## src/rtl/tri3d_pkg.sv

```systemverilog
// tri3d_pkg: shared vertex, triangle and scheduler state types for the projection sequencer
package tri3d_pkg;
  localparam int SCREEN_COORD_W = 10;
  typedef logic [31:0] vfloat_t;
  typedef logic [SCREEN_COORD_W-1:0] scoord_t;
  typedef struct packed {
    vfloat_t c_z, c_y, c_x, b_z, b_y, b_x, a_z, a_y, a_x;
  } tri3d_t;
  typedef struct packed {
    scoord_t c_y, c_x, b_y, b_x, a_y, a_x;
  } tri2d_t;
  typedef enum logic [2:0] {S_IDLE, S_FETCH, S_WAIT, S_ISSUE, S_COLLECT, S_EMIT, S_DONE} sched_state_t;
endpackage

```

## src/rtl/tri_result_collect.sv

```systemverilog
// tri_result_collect: gathers three in-order projector results and times out missing ones
module tri_result_collect
  import tri3d_pkg::*;
#(
  parameter int PROJ_TIMEOUT = 64
) (
  input  logic    clk,
  input  logic    rst,
  input  logic    clear,
  input  logic    accept,
  input  logic    load,
  input  logic    tick,
  input  logic    res_valid,
  input  scoord_t res_x,
  input  scoord_t res_y,
  output tri2d_t  tri2d,
  output logic    all_done,
  output logic    timed_out
);
  localparam int TW = $clog2(PROJ_TIMEOUT + 1);
  logic [1:0] k;
  logic [2:0][2*SCREEN_COORD_W-1:0] slot;
  logic [TW-1:0] tmo;
  always_ff @(posedge clk)
    if (rst || clear) begin
      k <= '0;
      slot <= '0;
      tmo <= '0;
    end else begin
      if (accept && res_valid && k != 2'd3) begin
        slot[k] <= {res_y, res_x};
        k <= k + 2'd1;
      end
      tmo <= load ? TW'(PROJ_TIMEOUT) : (tick && tmo != '0) ? tmo - TW'(1) : tmo;
    end
  assign tri2d = slot;
  assign all_done = k == 2'd3;
  assign timed_out = tmo == '0;
endmodule

```

## src/rtl/tri_project_sched.sv

```systemverilog
// tri_project_sched: fetches 3D triangles, projects their vertices and streams 2D triangles
module tri_project_sched
  import tri3d_pkg::*;
#(
  parameter int ADDR_W = 10,
  parameter int RD_LAT = 2,
  parameter int PROJ_TIMEOUT = 64
) (
  input  logic              clk_in,
  input  logic              rst_in,
  input  logic              start_in,
  input  logic [ADDR_W-1:0] num_tris_in,
  input  logic [31:0]       camera_distance_in,
  output logic              busy_out,
  output logic              done_out,
  output logic [15:0]       dropped_out,
  output logic [ADDR_W-1:0] tri_addr_out,
  input  logic [287:0]      tri_data_in,
  output logic              proj_valid_out,
  output logic [31:0]       proj_x_out,
  output logic [31:0]       proj_y_out,
  output logic [31:0]       proj_z_out,
  output logic [31:0]       proj_cam_dist_out,
  input  logic              proj_valid_in,
  input  logic [9:0]        proj_screen_x_in,
  input  logic [9:0]        proj_screen_y_in,
  output logic              tri_valid_out,
  input  logic              tri_ready_in,
  output logic [59:0]       tri_out,
  output logic [ADDR_W-1:0] tri_index_out
);
  localparam int WW = RD_LAT > 1 ? $clog2(RD_LAT) : 1;
  sched_state_t state, next;
  logic [ADDR_W-1:0] idx, num;
  vfloat_t cam, vx, vy, vz;
  logic [15:0] dropped;
  tri3d_t hold;
  logic [WW-1:0] wcnt;
  logic [1:0] icnt;
  tri2d_t res;
  logic all_done, timed_out, issuing, read_ok, drop, last, advance;
  assign issuing = state == S_ISSUE;
  assign read_ok = state == S_WAIT && wcnt == WW'(RD_LAT - 1);
  assign drop = state == S_COLLECT && !all_done && timed_out;
  assign last = idx + ADDR_W'(1) == num;
  assign advance = drop || (state == S_EMIT && tri_ready_in);
  assign {vz, vy, vx} = icnt == 2'd0 ? {hold.a_z, hold.a_y, hold.a_x} :
                        icnt == 2'd1 ? {hold.b_z, hold.b_y, hold.b_x} : {hold.c_z, hold.c_y, hold.c_x};
  tri_result_collect #(.PROJ_TIMEOUT(PROJ_TIMEOUT)) u_collect (
    .clk(clk_in),
    .rst(rst_in),
    .clear(state == S_FETCH),
    .accept(issuing || state == S_COLLECT),
    .load(issuing && icnt == 2'd2),
    .tick(state == S_COLLECT),
    .res_valid(proj_valid_in),
    .res_x(proj_screen_x_in),
    .res_y(proj_screen_y_in),
    .tri2d(res),
    .all_done(all_done),
    .timed_out(timed_out)
  );
  always_ff @(posedge clk_in)
    if (rst_in) begin
      state <= S_IDLE;
      idx <= '0;
      num <= '0;
      cam <= '0;
      dropped <= '0;
      hold <= '0;
      wcnt <= '0;
      icnt <= '0;
    end else begin
      state <= next;
      if (state == S_IDLE && start_in) begin
        num <= num_tris_in;
        cam <= camera_distance_in;
        dropped <= '0;
        idx <= '0;
      end else if (advance && !last) idx <= idx + ADDR_W'(1);
      wcnt <= state == S_WAIT ? wcnt + WW'(1) : '0;
      if (read_ok) hold <= tri_data_in;
      icnt <= issuing ? icnt + 2'd1 : 2'd0;
      if (drop && dropped != 16'hffff) dropped <= dropped + 16'd1;
    end
  always_comb begin
    next = state;
    unique case (state)
      S_IDLE:    next = start_in ? (num_tris_in == '0 ? S_DONE : S_FETCH) : S_IDLE;
      S_FETCH:   next = S_WAIT;
      S_WAIT:    next = read_ok ? S_ISSUE : S_WAIT;
      S_ISSUE:   next = icnt == 2'd2 ? S_COLLECT : S_ISSUE;
      S_COLLECT: next = all_done ? S_EMIT : drop ? (last ? S_DONE : S_FETCH) : S_COLLECT;
      S_EMIT:    next = tri_ready_in ? (last ? S_DONE : S_FETCH) : S_EMIT;
      S_DONE:    next = S_IDLE;
      default:   next = S_IDLE;
    endcase
  end
  assign busy_out = state != S_IDLE && state != S_DONE;
  assign done_out = state == S_DONE;
  assign dropped_out = dropped;
  assign tri_addr_out = idx;
  assign proj_valid_out = issuing;
  assign proj_x_out = issuing ? vx : '0;
  assign proj_y_out = issuing ? vy : '0;
  assign proj_z_out = issuing ? vz : '0;
  assign proj_cam_dist_out = cam;
  assign tri_valid_out = state == S_EMIT;
  assign tri_out = tri_valid_out ? res : '0;
  assign tri_index_out = tri_valid_out ? idx : '0;
endmodule

```

## config.mk

```make
export PLATFORM = sky130hd
export DESIGN_NAME = tri_project_sched
export DESIGN_NICKNAME = d
export VERILOG_FILES = /design/src/rtl/tri3d_pkg.sv /design/src/rtl/tri_result_collect.sv /design/src/rtl/tri_project_sched.sv
export SDC_FILE = /design/constraint.sdc
export NUM_CORES = 1
export LEC_CHECK = 0
export ABC_CLOCK_PERIOD_IN_PS = 6900
export CORE_MARGIN = 4
export CORE_UTILIZATION = 36
export CTS_BUF_LIST = sky130_fd_sc_hd__clkbuf_8
export DETAILED_ROUTE_END_ITERATION = 10
export GPL_ROUTABILITY_DRIVEN = 0
export SLEW_MARGIN = 30
export SYNTH_ARGS = -nofsm -noshare
export SYNTH_HDL_FRONTEND = slang
export SYNTH_SLANG_ARGS = --single-unit
```

## constraint.sdc

```tcl
create_clock -name clk_in -period 6.9 [get_ports clk_in]
set_input_delay 2.07 -clock clk_in [delete_from_list [all_inputs] [get_ports clk_in]]
set_output_delay 2.07 -clock clk_in [all_outputs]
set_load 0.05 [all_outputs]
```

# Yosys cells after proc, flatten, opt, wreduce, memory -nomap -nowiden
# Cells that the tools add are included.
[totals]
regBits = 431
input_bits = 355
out_inout_bits = 228
elab_cells = 98
[op_classes]
addsub = 6
order_cmp = 2
eq_ne = 13
mux = 23
n_bitwise = 2
reduce_logical = 30
[ops]
columns = ["op", "count"]
rows = [
  ["two-way mux 96 bit", 2],
  ["two-way mux 32 bit", 3],
  ["bitwise mux 60 bit", 1],
  ["two-way mux 60 bit", 1],
  ["demux 20 bit (select 2 bit)", 1],
  ["two-way mux 16 bit", 2],
  ["two-way mux 3 bit", 7],
  ["two-way mux 20 bit", 1],
  ["one-hot mux 3 bit (6 select lines)", 1],
  ["adder 16 x 1 -> 16 bit, second input constant", 1],
  ["!= test 16 bit, second input constant", 1],
  ["two-way mux 7 bit", 2],
  ["logical AND 1 bit", 13],
  ["adder 10 x 1 -> 10 bit, second input constant", 1],
  ["equality test 10 bit", 1],
  ["zero test 10 bit", 1],
  ["two-way mux 10 bit", 1],
  ["equality test 3 bit, second input constant", 3],
  ["OR reduction 2 bit", 4],
  ["zero test 7 bit", 1],
  ["nonzero test 7 bit", 1],
  ["subtractor 7 x 1 -> 7 bit, second input constant", 1],
  ["equality test 3 x 2 -> 1 bit, second input constant", 2],
  ["adder 2 x 1 -> 2 bit, second input constant", 2],
  ["other kinds (16)", 22],
]

# Longest topological paths before layout
# Gate-level depths: netlist of the first run.
[depth]
depth_word = 7
ltp_mapped = 10
mapped_depth_nobuf = 9

# Modules after synthesis
# From an unflattened synthesis of the first run, not the netlist that was laid out.
[hier_totals]
hier_cells = 2545
hier_area_um2 = 18775.5
[by_module_without_submodules]
columns = ["mod", "instances", "cells_each", "area_per_inst_um2", "seq_area_each_um2"]
rows = [
  ["tri_project_sched", 1, 2219, 16146.7, 7247.0],
  ["tri_result_collect", 1, 326, 2628.8, 1381.3],
]

# Worst setup path before layout of the first run
# No wires, ideal clock.
[synth_timing]
kind = "reg2out"
startpoint = "register icnt[1]"
endpoint = "output port proj_y_out[22]"
arrival_ns = 2.459
t_required_ns = 4.830
setup_slack_ns = 2.371
path_stages_with_launch = 10
n_path_buf = 3
path_cell_list = "dfxtp_1 -> inv_1 -> ha_1 -> clkbuf_1 -> buf_1 -> buf_1 -> mux2i_1 -> nor2_1 -> a21oi_1 -> nor2_1"
[synth_via]
elab_chain_cells = 4
elab_cells_between_ends = 5
classes_between = "eq/ne (1); mux (3); reduce/logical (1)"
[synth_lines]
columns = ["element", "line", "text"]
rows = [
  ["from (decl)", "tri_project_sched.sv:39", "logic [1:0] icnt;"],
  ["from (signal assigned)", "tri_project_sched.sv:83", "icnt <= issuing ? icnt + 2'd1 : 2'd0;"],
  ["equality test 2 x 1 -> 1 bit", "tri_project_sched.sv:48", "icnt == 2'd1 ? {hold.b_z, hold.b_y, hold.b_x} : {hold.c_z, hold.c_y, hold.c_x};"],
  ["two-way mux 96 bit", "tri_project_sched.sv:48", ""],
  ["two-way mux 96 bit (*)", "tri_project_sched.sv:47", "assign {vz, vy, vx} = icnt == 2'd0 ? {hold.a_z, hold.a_y, hold.a_x} :"],
  ["two-way mux 32 bit (*)", "tri_project_sched.sv:105", "assign proj_y_out = issuing ? vy : '0;"],
  ["to (decl)", "tri_project_sched.sv:21", "output logic [31:0] proj_y_out,"],
]
# Every way passes the cells marked *; elsewhere a longest branch is shown, timed or not.

# Final worst setup path of the first run
[layout_timing]
startpoint = "register icnt[1]"
endpoint = "output port proj_x_out[0]"
[layout_via]
elab_chain_cells = 4
elab_cells_between_ends = 5
classes_between = "eq/ne (1); mux (3); reduce/logical (1)"
[layout_lines]
columns = ["element", "line", "text"]
rows = [
  ["equality test 2 x 1 -> 1 bit", "tri_project_sched.sv:48", ""],
  ["two-way mux 96 bit", "tri_project_sched.sv:48", ""],
  ["two-way mux 96 bit (*)", "tri_project_sched.sv:47", ""],
  ["two-way mux 32 bit (*)", "tri_project_sched.sv:104", "assign proj_x_out = issuing ? vx : '0;"],
  ["to (decl)", "tri_project_sched.sv:20", "output logic [31:0] proj_x_out,"],
]
# Marked as above.

==> results.md, run 1 <==
- Min Tclk post-route: 5.74 ns
- Slowest cell on crit path: clkdlybuf4s50_1
- Final period util: 0.831
- WL final: 70400 um
- Pin count of the biggest net entering global routing: 219
- Final TNS setup: 0 ns
- Port Buffers: 582
- Clock power share: 0.431
- Net switching power figure: about 1.3 mW
- First-pass GRT wire length: 106000 um
- Non-Filler Instances: 3742
- GRT overflow: 0
- Wirelength per Cell: around 19 um
- Die width: 235 um
- Seq/Total Area, Yosys: 0.466
- WP depth: 8
- Worst-case reg-to-reg path depth: 6
- Met1 Resource Use GR: 0.279
- Flop pwr share: 0.476
- Netlist Area Pre-Place: around 19000 um2
- Fin util: 0.519
- Slew Viols, Final: 0
- WP data arrival: 3.67 ns
- Crit-path most repeated cell: nor2_1
- Post-CTS sizing: 0
- VDD IR max: 0.123 mV
- Startpoint types: register
- TritonCTS Buffers: just under 80
- Synth Warn #: 0
- Crit path max-delay family: buffers and inverters
- CTS Buffer Depth: 3
- Syn-to-layout area delta: 41.6%
- Pint: 4.01 mW
- Post-synth net total: 2881
- Count of cell types in the netlist: 52
- Die area: 55100 um2
- Worst Path Buf+Inv: 3
- Final number of hold-violating endpoints: 0
- # Post-CTS Setup Buffers: 0
- Critical path type: reg2out
- CTS Hold Bufs: 0
- FP Rows: a little over 80
- Endpoints failing setup: 0
- Slew @ Worst Pin: about 1.1 ns
- RSZ-0062 raised after global routing: no
- Post-synthesis mux area share: 0.0519
- Antenna violations before repair: 40
- Pwr per Cell Area: 204 nW/um2
- DR vias/cell: 5.06
- Net Sw Frac: 0.249
- Flops & latches, synth: about 430
- Crit-path cells: inv_1 > ha_4 > buf_12 > mux2i_1 > nor2_1 > a21oi_1 > nor2_1 > clkdlybuf4s50_1
- CP required: approximately 4.8 ns
- Combinational fraction of design power: 0.093
- WHS Path Cells: 2
- Core ar.: 50500 um2
- Htree depth: 3
- Detailed Place HPWL: 48500 um
- Nets: 3355
- Worst Hold Class: reg2reg
- Status: finished clean
- Mapped Avg Cell Area: 7.36 um2
- Clk_skew: 0.0180 ns
- Number of synthesized flops with an enable pin: 0
- Number of global-route vias before repair: 18100
- CP Capture Type: output port
- Async SR Flop Fraction: 0
- Simple-gate share of the synthesized area: 0.264
- CTS tree: done
- Fmax: 0.174 GHz
- DRC viols: 0
- CTS root buf: clkbuf_8
- DR iter-0 viols: ~1200
- CTS sink cnt: 431
- Placed cell count: between 3000 and 4000
- CP peak stage delay: slightly above 0.9 ns
- DRT Pass-1 Iters: 5
- M2 GR Usage: 0.397
- Post-Synth Adder-Cell Area: 0.00676
- Filler instances: 5009
- Vias: ~19000
- Met3 Usage GRT: 0.0830
- Static Leakage: 8.61 nW
- Largest family of logic cells by synthesized area: simple AND/OR/NAND/NOR gates
- GRT Util Overall: 0.239
- Die height: 235 um
- Share of layout cells above drive strength 1: 0.0443
- Initial Util: 0.367
- Ys flop type: dfxtp_1
- Max Cap Viol: 0
- I/O pin count: 583
- Most Crowded Layer GR: met2
- Synth Area in XOR/XNOR: 0.00852
- Cell count after synthesis: 2516
- Clock Latency Late Sink: approximately 0.66 ns
- Antenna viol nets, final: 0
- Worst-path fanout max: between 60 and 70
- Max_slew headroom: 0.273
- Post-synthesis compound-gate area fraction: 0.159
- Clock transition at path regs: about 0.06 ns
final timing paths:
kind / startpoint / to / slack (ns)
max: icnt[1] / proj_x_out[0] / 1.16
min: u_collect.tri2d[16] / u_collect.tri2d[16] / 0.45
max reg2reg: state[0] / hold[257] / 3.71
min reg2reg: u_collect.tri2d[16] / u_collect.tri2d[16] / 0.45
stage by stage:
| stage | hold WS, ns | instance area [um2] | power [mW] | setup slack, ns |
|---|---|---|---|---|
| 4_1_cts | 0.451 | 26100 | 5.42 | 1.08 |
| 2_1_floorplan | 0.432 | 18500 | 2.80 | 2.37 |
| 5_1_grt | 0.465 | 26200 | 5.56 | 0.924 |
| 6_report | 0.450 | 26200 | 5.35 | 1.16 |
| 3_3_place_gp | 0.438 | 24600 | 3.09 | 1.83 |
| 3_5_place_dp | 0.443 | 24600 | 3.10 | 1.80 |
flip-flops by register name (all words and copies together) (netlist names):
signal / flops
u_collect.k: 2
proj_cam_dist_out: 32
tri_addr_out: 10
hold: 288
u_collect.tri2d: 60
icnt: 2
u_collect.tmo: 7
dropped_out: 16
num: 10
wcnt: 1
state: 3
logic make-up (layout without fill, tap and decap cells):
kind of cell    after synthesis  count (layout)
compound gates              567             567
xor+xnor                     18              18
fa+ha+maj                    10              10
buf+inv                     213             744
flops                       431             431
mux                          96              96
other cells                   0              23
simple gates               1181            1181
area by class of cell:
cell class,count,area [um2],share of cell area
antenna,23,57.6,0.00220
clock buffer,92,1270,0.0483
clock inverter,44,214,0.00816
inverter,10,37.5,0.00143
multi-input combinational,1872,9130,0.348
sequential,431,8630,0.329
tap,672,841,0.0321
timing repair buffer,598,6030,0.230
metal layers:
metal,vias up,share of wire
li1,9273,-
met2,565,0.48
met4,32,0.037
met5,-,0.0033
met3,178,0.074
met1,8897,0.41
placed cells by master, fill, tap and decap left out, drive strengths merged, types with 18 or more instances in the layout:
cell type        n
a21oi          515
and3            75
clkbuf          92
clkdlybuf4s50  581
dfxtp          431
diode           23
inv             45
mux2i           96
nand2          799
nor2           231
o21ai           18
worst min-delay path, delay by kind of cell (launching register included):
family / cells / cell delay (ns)
DFF: 1 / 0.30
and+or+nand+nor: 1 / 0.05
AOI/OAI and AO/OA: 1 / 0.05
power groups by stage:
stage	logic, mW	registers, mW	clock network, mW
2_1_floorplan	0.162	2.64	0
3_3_place_gp	0.494	2.60	0
3_5_place_dp	0.498	2.60	0
4_1_cts	0.500	2.54	2.38
5_1_grt	0.535	2.55	2.48
6_report	0.499	2.54	2.30
synthesized netlist by cell type, types with 5 or more instances:
cell type / instances / area share
inv_1: 10 / 0.0020
clkbuf_1: 190 / 0.039
a21oi_1: 515 / 0.14
xor2_1: 9 / 0.0043
a211oi_1: 6 / 0.0024
o21ai_0: 17 / 0.0046
dfxtp_1: 431 / 0.47
nor2_1: 231 / 0.047
xnor2_1: 9 / 0.0043
and2_1: 8 / 0.0027
nand3b_1: 6 / 0.0024
mux2i_1: 96 / 0.052
or4_1: 10 / 0.0041
o31ai_1: 9 / 0.0036
a31oi_1: 5 / 0.0017
buf_1: 8 / 0.0016
and3_1: 75 / 0.025
ha_1: 10 / 0.0068
nor3b_1: 6 / 0.0024
nand3_1: 14 / 0.0038
nand2_1: 798 / 0.16
No activity file was read; power rests on OpenSTA's default activity.
==> run 2: changes to the inputs <==
- ABC_CLOCK_PERIOD_IN_PS: 6900 -> 5900
- clock period: 6.9 -> 5.9 ns (I/O delays scaled with it)
==> results.md, run 2 (synthesis gave the netlist of run 1 again) <==
- Status: finished clean
- FP Rows: 82 (unchanged)
- Worst setup path start: icnt[1]
- Non-Filler Instances: 3733 (-0.24%)
- Worst Hold Class: reg2reg
- Most frequent cells in the layout: nand2_1 (797), clkdlybuf4s50_1 (581), a21oi_1 (515)
- DRT Pass-1 Iters: 5 (unchanged)
- Max Used Layer: met5
- WP data arrival: 3.42 ns (-0.25 ns)
- Worst-path fanout max: 25 (-62%)
- Number of global-route vias before repair: 18200 (+0.79%)
- VDD IR max: 0.149 mV (+21%)
- Placed cell count: 3584 (+0.056%)
- Nets: 3358 (+0.089%)
- RSZ-0062 raised after global routing: no
- Port Buffers: 582 (unchanged)
- Pin count of the biggest net entering global routing: 224 (+2.3%)
- Post-CTS sizing: 0 (unchanged)
- First-pass GRT wire length: 107000 um (+1.3%)
- GRT overflow: 0 (unchanged)
- CTS Hold Bufs: 0 (unchanged)
- Final TNS setup: 0 ns (unchanged)
- Final number of hold-violating endpoints: 0 (unchanged)
- Endpoints failing setup: 0 (unchanged)
- Clock transition at path regs: 0.05 ns (about the same)
- Vias: 19000 (+0.074%)
- Static Leakage: 8.62 nW (about the same)
- # Post-CTS Setup Buffers: 0 (unchanged)
- Worst R2R Start: state[0]
- Min Tclk post-route: 5.19 ns
- Die area: 55100 um2 (unchanged)
- Slew Viols, Final: 0 (unchanged)
- Dpl ws: 1.36 ns (-0.439 ns)
- CTS Buffer Depth: 3 (unchanged)
- Combinational fraction of design power: 0.092 (about the same)
- Metal-1 WL: 28800 um (+1.1%)
- Flop pwr share: 0.470 (-0.006)
- Pint: 4.74 mW (+18%)
- Antenna viol nets, final: 0 (unchanged)
- CP Capture Type: output port
- Design area: 26300 um2 (+0.21%)
- DR vias/cell: 5.08 (+0.32%)
- Most flops, register: hold
- TritonCTS Buffers: 77 (unchanged)
- Met3 routed WL: 4800 um (-8.1%)
- Dpl cell area: 24700 um2 (+0.12%)
- Startpoint types: register
- DRC viols: 0 (unchanged)
- Wirelength per Cell: 18.8 um (about the same)
- Max Cap Viol: 0 (unchanged)
- Metal2 WL: 34700 um (+2.7%)
- Clk_skew: 0.0228 ns (+0.00478 ns)
- Initial Util: 0.367 (unchanged)
- Clock power share: 0.438 (+0.007)
- Pwr per Cell Area: 241 nW/um2 (+18%)
- Commonest non-fill, non-tap cell in the layout: nand2_1
- DR iter-0 viols: 1327 (+8.9%)
- Design Power: 6.33 mW (+18%)
- Core ar.: 50500 um2 (unchanged)
- Number of flip-flops in the largest register: 288 (unchanged)
- Net Sw Frac: 0.250 (+0.00138)
- Die height: 235 um (unchanged)
- GRT Util Overall: 0.241 (+0.00197)
- CTS root buf: clkbuf_8
- Net switching power figure: 1.58 mW (+19%)
- Antenna violations before repair: 28 (-30%)
- CP required: 4.13 ns (-0.70 ns)
- Slew @ Worst Pin: 0.944 ns (-0.147 ns)
- Share of layout cells above drive strength 1: 0.0473 (+0.00300)
- Critical path type: reg2out
- Fmax: 0.193 GHz
- Max_slew headroom: 0.371 (+0.0981)
- Htree depth: 3 (unchanged)
- Die width: 235 um (unchanged)
- Detailed Place HPWL: 48500 um (+0.14%)
- Slack of the critical path: 0.711 ns (-0.454 ns)
- CTS sink cnt: 431 (unchanged)
- I/O pin count: 583 (unchanged)
- Final period util: 0.880
- Hold Path Origin: u_collect.tri2d[51]
- Syn-to-layout area delta: 41.9%
- Clock Latency Late Sink: 0.66 ns (about the same)
- CTS tree: done
- WL final: 70200 um (-0.29%)
run 2: area by class of cell:
type	instances	area, um2
clock inverter	34	181
tap	672	841
fill	4982	24200
sequential	431	8630
inverter	10	37.5
antenna	17	42.5
timing repair buffer	601	6090
multi-input combinational	1872	9120
clock buffer	96	1320
run 2: metal layers:
| metal | track usage | vias up |
|---|---|---|
| li1 | - | 9280 |
| met1 | 0.292 | 8944 |
| met2 | 0.410 | 593 |
| met3 | 0.0713 | 122 |
| met4 | 0.0779 | 20 |
| met5 | 0 | - |
run 2: path summary, 6_finish.rpt:
kind	endpoint	slack, ns	cells past startpoint
worst max-delay path	proj_x_out[27]	0.71	8
worst min-delay path	u_collect.tri2d[51]	0.45	2
worst max register to register	hold[198]	2.94	6
worst min register to register	u_collect.tri2d[51]	0.45	2
run 2: worst max-delay path, stage by stage, from the launching register on:
cell	delay [ns]
dfxtp_1	0.31
inv_1	0.13
ha_4	0.49
buf_4	0.48
mux2i_1	0.27
nor2_1	0.06
a21oi_1	0.21
nor2_1	0.07
clkdlybuf4s50_1	0.74
run 2: power groups by stage:
stage | registers (mW) | clock network [mW] | logic (mW)
3_3_place_gp | 3.04 | 0 | 0.579
6_report | 2.97 | 2.77 | 0.584
5_1_grt | 2.98 | 2.98 | 0.624
2_1_floorplan | 3.09 | 0 | 0.189
4_1_cts | 2.97 | 2.84 | 0.586
3_5_place_dp | 3.04 | 0 | 0.583
run 2: per-stage QoR:
step	hold slack [ns]	util
2_1_floorplan	0.432	-
3_3_place_gp	0.439	0.489
3_5_place_dp	0.442	0.489
4_1_cts	0.450	0.519
5_1_grt	0.465	0.520
6_report	0.450	0.520
==> run 3: changes to the inputs <==
- CORE_MARGIN: 4 -> 3
- CTS_CLUSTER_SIZE: default -> 20
- GPL_TIMING_DRIVEN: default -> 0
==> results.md, run 3 (synthesis gave the netlist of run 1 again) <==
- I/O pin count: 583 (unchanged)
- Core ar.: 50500 um2 (unchanged)
- First-pass GRT wire length: 110000 um (+2.6%)
- TritonCTS Buffers: 75 (-2.6%)
- Detailed Place HPWL: 58700 um (+21%)
- Max_slew headroom: 0.314 (-0.0567)
- DR iter-0 viols: 1155 (-13%)
- Clk_skew: 0.0201 ns (-0.00265 ns)
- Final period util: 0.959 (+0.0791)
- Clock Latency Late Sink: 0.65 ns (about the same)
- WHS Path Cells: 2 (unchanged)
- Vias: 19700 (+3.9%)
- Final TNS setup: 0 ns (unchanged)
- Worst Hold Class: reg2reg
- Die width: 233 um (-0.85%)
- Nets: 3542 (+5.5%)
- Share of layout cells above drive strength 1: 0.0445 (-0.00278)
- WL final: 75000 um (+7.0%)
- R2r endpoint: hold[90]
- Antenna viol nets, final: 0 (unchanged)
- Crit-path cells: inv_1 > ha_1 > clkbuf_1 > clkdlybuf4s15_2 > buf_2 > mux2i_1 > nor2_1 > a21oi_1 > nor2_1 > clkdlybuf4s50_1
- Pin count of the biggest net entering global routing: 11 (-95%)
- Pwr per Cell Area: 244 nW/um2 (+1.3%)
- Number of global-route vias before repair: 19300 (+5.8%)
- WP data arrival: 3.89 ns (+0.47 ns)
- Commonest non-fill, non-tap cell in the layout: nand2_1
- Worst R2R Start: state[1]
- CTS sink cnt: 431 (unchanged)
- Crit path max-delay family: buffers and inverters
- RSZ-0062 raised after global routing: no
- FP Rows: 82 (unchanged)
- Critical path type: reg2out
- CTS tree: done
- Crit-path most repeated cell: nor2_1
- GRT overflow: 0 (unchanged)
- Slowest cell on crit path: clkdlybuf4s50_1
- Slew @ Worst Pin: 1.03 ns (+0.0850 ns)
- Fmax: 0.177 GHz (-8.3%)
- Htree depth: 3 (unchanged)
- Most frequent cells in the layout: nand2_1 (798), clkdlybuf4s50_1 (578), a21oi_1 (515)
- Design Power: 6.57 mW (+3.8%)
- Worst Path Buf+Inv: 5 (+2)
- Antenna violations before repair: 24 (-14%)
- Clock transition at path regs: 0.06 ns (about the same)
- Status: finished clean
- Filler instances: 4914 (-1.4%)
- CTS Buffer Depth: 3 (unchanged)
- Die area: 54200 um2 (-1.7%)
- VDD IR max: 0.162 mV (+9.1%)
- CTS root buf: clkbuf_8
- Startpoint types: register
- DRC viols: 0 (unchanged)
- Static Leakage: 8.90 nW (+3.2%)
- Hold endpoint: u_collect.tri2d[21]
- Final number of hold-violating endpoints: 0 (unchanged)
- Worst-case reg-to-reg path depth: 8 (+2)
- DR vias/cell: 5.03 (-1.1%)
- Number of flip-flops in the largest register: 288 (unchanged)
- Endpoints failing setup: 0 (unchanged)
- Hold Path Origin: u_collect.tri2d[21]
- Slew Viols, Final: 0 (unchanged)
- CTS Hold Bufs: 0 (unchanged)
- Worst-path fanout max: 10 (-60%)
- GRT Util Overall: 0.264 (+0.0231)
- CP Capture Type: output port
- Most flops, register: hold
- Hold Slack: 0.448 ns (-0.00194 ns)
- Max Cap Viol: 0 (unchanged)
- Die height: 233 um (-0.85%)
- Initial Util: 0.367 (unchanged)
- DRT Pass-1 Iters: 5 (unchanged)
- CP required: 4.13 ns (about the same)
- Wirelength per Cell: 19.1 um (+1.9%)
- CP peak stage delay: 0.85 ns (+0.11 ns)
- R2R Setup Slk: 2.76 ns (-0.18 ns)
- Port Buffers: 582 (unchanged)
- Min Tclk post-route: 5.66 ns (+0.467 ns)
- Syn-to-layout area delta: 45.3%
run 3: metal layers:
metal,part of all wire,track usage,up-vias
li1,-,-,9659
met1,0.42,0.326,9260
met2,0.48,0.446,608
met3,0.066,0.0681,143
met4,0.028,0.0874,24
met5,0.0023,0,-
run 3: tightest hold or removal path, cell delays in order (launching register included):
cell	delay (ns)
dfxtp_1	0.30
nand2_1	0.05
a21oi_1	0.05
run 3: cell type report:
type	count	area [um2]	share of cell area
diodes	13	32.5	0.00121
plain buffers	203	793	0.0295
clock buffers	96	1320	0.0491
clock inverters	38	312	0.0116
inverters	10	37.5	0.00140
multi-input cells	1872	9080	0.338
flip-flops and latches	431	8630	0.321
well taps	672	841	0.0313
repair buffers	584	5850	0.217
run 3: metrics by stage:
step / util / worst slack (ns) / instance area [um2] / instances
6_report: 0.533 / 0.244 / 26900 / 3919
2_1_floorplan: - / 1.67 / 18500 / 2516
3_5_place_dp: 0.499 / 0.210 / 25200 / 3772
3_3_place_gp: 0.499 / 0.271 / 25200 / 3770
5_1_grt: 0.532 / 0.0224 / 26900 / 3914
4_1_cts: 0.532 / 0.0421 / 26800 / 3906
run 3: power by group:
part | switching, mW | total [mW] | internal [mW]
Sequential | 0.0215 | 2.97 | 2.95
Clock | 1.28 | 2.97 | 1.69
Combinational | 0.322 | 0.624 | 0.303
run 3: worst max-delay path by stage:
stage	startpoint	endpoint	slack, ns	cells after the start
floorplan	icnt[1]	proj_y_out[22]	1.67	9
global placement	icnt[1]	proj_z_out[26]	0.27	10
detailed placement	icnt[1]	proj_z_out[26]	0.21	10
CTS	icnt[1]	proj_z_out[3]	0.04	10
global route	icnt[1]	proj_z_out[25]	0.02	10
finish	icnt[1]	proj_z_out[20]	0.24	10
run 3: timing repair:
item | 4_1_cts | 5_1_grt
setup endpoints to repair | 40 | 14
setup buffers | 0 | 0
gates resized for setup | 5 | 5
